==> src/rtl/out_n_clock.sv <==
// out_n_clock: periodic output generator.
// A free-running modulo-N cycle counter drives a registered output that is
// either a one-cycle high pulse every N clocks (default) or, when the macro
// OUT_N_CLOCK_SQUARE_EN is defined, a 50%-duty square wave of period 2N that
// toggles each time the counter wraps.
// Reset is asynchronous and active-low; out always comes straight from a flop.
module out_n_clock #(
   parameter int unsigned N     = 4,
   parameter int unsigned CNT_W = 16
) (
   input  logic clock,
   input  logic reset_,
   output logic out
);

   // Reject parameter sets that cannot work: N outside 2..65535, or a counter
   // too narrow to hold N-1.
   if (N < 2 || N > 65535) begin : g_bad_n
      $error("out_n_clock: N=%0d outside legal range 2..65535", N);
   end
   if (CNT_W < 1 || CNT_W > 31 || ((N - 1) >> CNT_W) != 0) begin : g_bad_cnt_w
      $error("out_n_clock: CNT_W=%0d cannot hold N-1=%0d", CNT_W, N - 1);
   end

   localparam logic [CNT_W-1:0] LAST = CNT_W'(N - 1);

   logic [CNT_W-1:0] cnt;
   logic             wrap;

   // Wrap condition uses the counter value before the edge, so out lags the
   // wrap by exactly one edge.
   assign wrap = (cnt == LAST);

   // Modulo-N cycle counter: 0..N-1, then back to 0.
   // NOTE: sequential state uses non-blocking assignments so every flop samples
   // pre-edge values; blocking here would let out see the already-updated cnt.
   always_ff @(posedge clock or negedge reset_) begin
      if (!reset_) begin
         cnt <= '0;
      end else if (wrap) begin
         cnt <= '0;
      end else begin
         cnt <= cnt + 1'b1;
      end
   end

`ifdef OUT_N_CLOCK_SQUARE_EN
   // Square mode: flip the output on every counter wrap (edges N, 2N, ...).
   always_ff @(posedge clock or negedge reset_) begin
      if (!reset_) begin
         out <= 1'b0;
      end else if (wrap) begin
         out <= ~out;
      end
   end
`else
   // Pulse mode: high for exactly the cycle following each counter wrap.
   always_ff @(posedge clock or negedge reset_) begin
      if (!reset_) begin
         out <= 1'b0;
      end else begin
         out <= wrap;
      end
   end
`endif

endmodule

==> config.mk <==
export PLATFORM = sky130hd
export DESIGN_NAME = out_n_clock
export DESIGN_NICKNAME = d
export VERILOG_FILES = /design/src/rtl/out_n_clock.sv
export SDC_FILE = /design/constraint.sdc
export NUM_CORES = 1
export LEC_CHECK = 0
export ABC_AREA = 1
export CAP_MARGIN = 15
export CORE_MARGIN = 2
export CORE_UTILIZATION = 57
export DETAILED_ROUTE_END_ITERATION = 16
export HOLD_SLACK_MARGIN = 0.03
export PLACE_DENSITY = 0.75
export SKIP_LAST_GASP = 1
export SYNTH_ARGS = -nofsm -noshare
export SYNTH_HDL_FRONTEND = slang
export SYNTH_SLANG_ARGS = --single-unit
==> constraint.sdc <==
create_clock -name clock -period 1.7 [get_ports clock]
set_clock_uncertainty 0.2 [all_clocks]
set_input_delay 0.17 -clock clock [delete_from_list [all_inputs] [get_ports clock]]
set_output_delay 0.17 -clock clock [all_outputs]
set_load 0.02 [all_outputs]
==> flow_metrics.tcl <==
set metrics [dict create \
    clockBufferDepth 2 \
    internal_power_w 0.0005004 \
    grt_pass1_vias 731 \
    p_per_area_nw_per_um2 637.6 \
    ant_nets 0 \
    start_kind "register" \
    drive_gt1_frac 0.09756 \
    synth_xor_area_frac 0.06759 \
    tns_ps 0 \
    post_drt_wl_per_cell_um 12.06 \
    cts_tree "done" \
    track_usage 0.2166 \
    fmax_mhz 631.9 \
    syn_nets 118 \
    met2_wirelength_um 811 \
    syn2layout_area_growth_pct 9.241 \
    clkLatencyLatePin_ps 290 \
    wl_met1_um 780 \
    path_buf_inv 1 \
    power_frac_seq 0.639 \
    slowest_stage "clkdlybuf4s50_1" \
    setup-violations-final 0 \
    viasPerCell 5.396 \
    gp_congestion 0.8548 \
    die_h_um 43.89 \
    utilization 0.6578 \
    grt_overflow 0 \
    crit_path_end_kind "primary output" \
    ys_seq_area_frac 0.4690 \
    yosys.area_share.simple 0.3393 \
    ctsRootBufferMaster "clkbuf_4" \
    h-tree-depth 1 \
    crit_arrival_ps 1210 \
    fin_crit_ps 1583 \
    fp-row-count 14 \
    status "complete, no violations" \
    num_vias 750 \
    drtPass1Iterations 4 \
    antenna_cells 0 \
    path_cells "clkdlybuf4s50_1" \
    synth_area_um2 907.1 \
    ys_ff_latch 17 \
    path_max_fanout 1 \
    start_util 0.6022 \
    worstMarginPinSlew_ps 294.5 \
    max-cap-violations 0 \
    critPathTopFamily "buffers and inverters" \
    required_ps 1330 \
    comb_power_share 0.021 \
    power_leakage_nw 0.5053 \
    synth_cells 115 \
    synth_area_per_cell_um2 7.888 \
    place_hpwl_um 1294 \
    crit_type "reg -> out" \
    num_io_pins 3 \
    power_frac_clock 0.340 \
    cts_sinks 17 \
    post-route-period-util 0.9309 \
    switching_power_w 0.0001314 \
    crit_path_max_incr_delay_ps 590 \
    muxShareOfSynthArea 0 \
    rsz0062_at_grt "false" \
    antenna_found_initial 0 \
    synth_top_family_by_area "simple AND/OR/NAND/NOR gates" \
    nets 127 \
    portBuffers 2 \
    dr.max_layer_used "met4" \
    die_w_um 43.89 \
    hold_path_class "reg -> reg" \
    vdd_drop_max_mv 0.4479 \
    swShare 0.2080 \
    hold_slack_ps 292.5 \
    yosysUniqueCellTypes 16 \
    grt_pass1_wl_um 3042 \
    cts-buffers-inserted 3 \
    routed_wl_um 1676 \
    grt_max_degree 18 \
    power.total_w 0.0006318 \
    clkTransAtPathRegs_ps 90 \
    route.detailed.drc 0 \
    dpl-instance-area_um2 954.7 \
    synthAdderAreaFrac 0.01379 \
    fin_area_um2 991.0 \
    core-area_um2 1506 \
    wl_met3_um 59 \
    synth-compound-area-share 0.03586 \
    drtIter0Drc 18 \
    hold_viol_final 0 \
    fp.dieArea_um2 1926 \
    relSlewSlack 0.8030 \
    finalMaxSlewViolations 0 \
    ys_warn_count 0 \
]
[cell families (layout without fill, tap and decap cells)]
kind of cell / after synthesis / after routing
flip-flops: 17 / 17
XOR/XNOR: 7 / 7
adder cells (fa/ha/maj): 1 / 1
AND/OR/NAND/NOR: 66 / 66
AO/OA/AOI/OAI: 6 / 6
buffers and inverters: 18 / 26
[per-layer routing]
layer  up-vias  GRT usage
li1        382          -
met1       345     0.2727
met2        19     0.3559
met3         4    0.03750
met4         0     0.1091
met5         -          0
[state kept, by name, indices dropped and copies added (netlist names)]
| signal | count |
|---|---|
| out | 1 |
| cnt | 16 |
[final cells by class]
type / instances / area [µm²]
Inverter: 18 / 67.56
Sequential cell: 17 / 425.4
Timing Repair Buffer: 4 / 37.54
Multi-Input combinational cell: 80 / 414.1
Clock buffer: 4 / 26.28
Fill cell: 126 / 515.5
Tap cell: 16 / 20.02
[path summary, 6_finish.rpt]
path,from,endpoint,slack (ps),cells past startpoint
max in group asynchronous,reset_,cnt[11]$_DFF_PN0_,560,3
worst max register to register,cnt[0]$_DFF_PN0_,cnt[10]$_DFF_PN0_,150,8
worst max-delay path,out$_DFF_PN0_,out,120,1
worst min-delay path,cnt[0]$_DFF_PN0_,cnt[0]$_DFF_PN0_,290,1
min in group asynchronous,reset_,cnt[4]$_DFF_PN0_,550,3
worst min register to register,cnt[0]$_DFF_PN0_,cnt[0]$_DFF_PN0_,290,1
[metrics by stage]
stage | cells | worst slack [ps]
floorplan | 115 | 304.3
global placement | 134 | 218.6
detailed placement | 134 | 188.0
CTS | 139 | 108.3
global route | 139 | 8.462
finish | 139 | 117.4
[power groups by stage]
stage / sequential [W] / clock, W / combinational (W)
final: 0.000404 / 0.000215 / 0.0000130
after global routing: 0.000404 / 0.000235 / 0.0000155
after detailed placement: 0.000412 / 0 / 0.0000118
after global placement: 0.000412 / 0 / 0.0000115
after CTS: 0.000404 / 0.000222 / 0.0000137
after floorplan: 0.000412 / 0 / 0.000000000241
[what timing repair did]
item,in CTS,in global routing
hold buffers,1,0
hold endpoints to repair,17,0
setup buffers,0,0
gates resized for setup,0,0
[synthesized netlist by cell type (all sizes together)]
cell    instances  area share
a21oi           2       0.011
nor3            2       0.011
nand2          27        0.12
xnor2           2       0.019
nand4           7       0.048
xor2            5       0.048
o21ai           3       0.017
inv            18       0.074
ha              1       0.014
dfrtp          17        0.47
nand3           8       0.044
nor2           22        0.11
a21boi          1      0.0083
[cell usage in the layout (no fill, tap or decap)]
master / synthesis / routed
a21boi_0: 1 / 1
a21oi_1: 2 / 2
buf_4: 0 / 1
clkbuf_1: 0 / 1
clkbuf_4: 0 / 3
clkdlybuf4s50_1: 0 / 2
dfrtp_1: 17 / 17
dlygate4sd3_1: 0 / 1
ha_1: 1 / 1
inv_1: 18 / 18
nand2_1: 23 / 23
nand2_2: 4 / 4
nand3_1: 8 / 8
nand4_1: 7 / 7
nor2_1: 18 / 18
nor2_2: 2 / 2
nor2_4: 2 / 2
nor3_1: 2 / 2
o21ai_1: 3 / 3
xnor2_1: 2 / 2
xor2_1: 5 / 5
No activity file was read; power rests on OpenSTA's default activity.
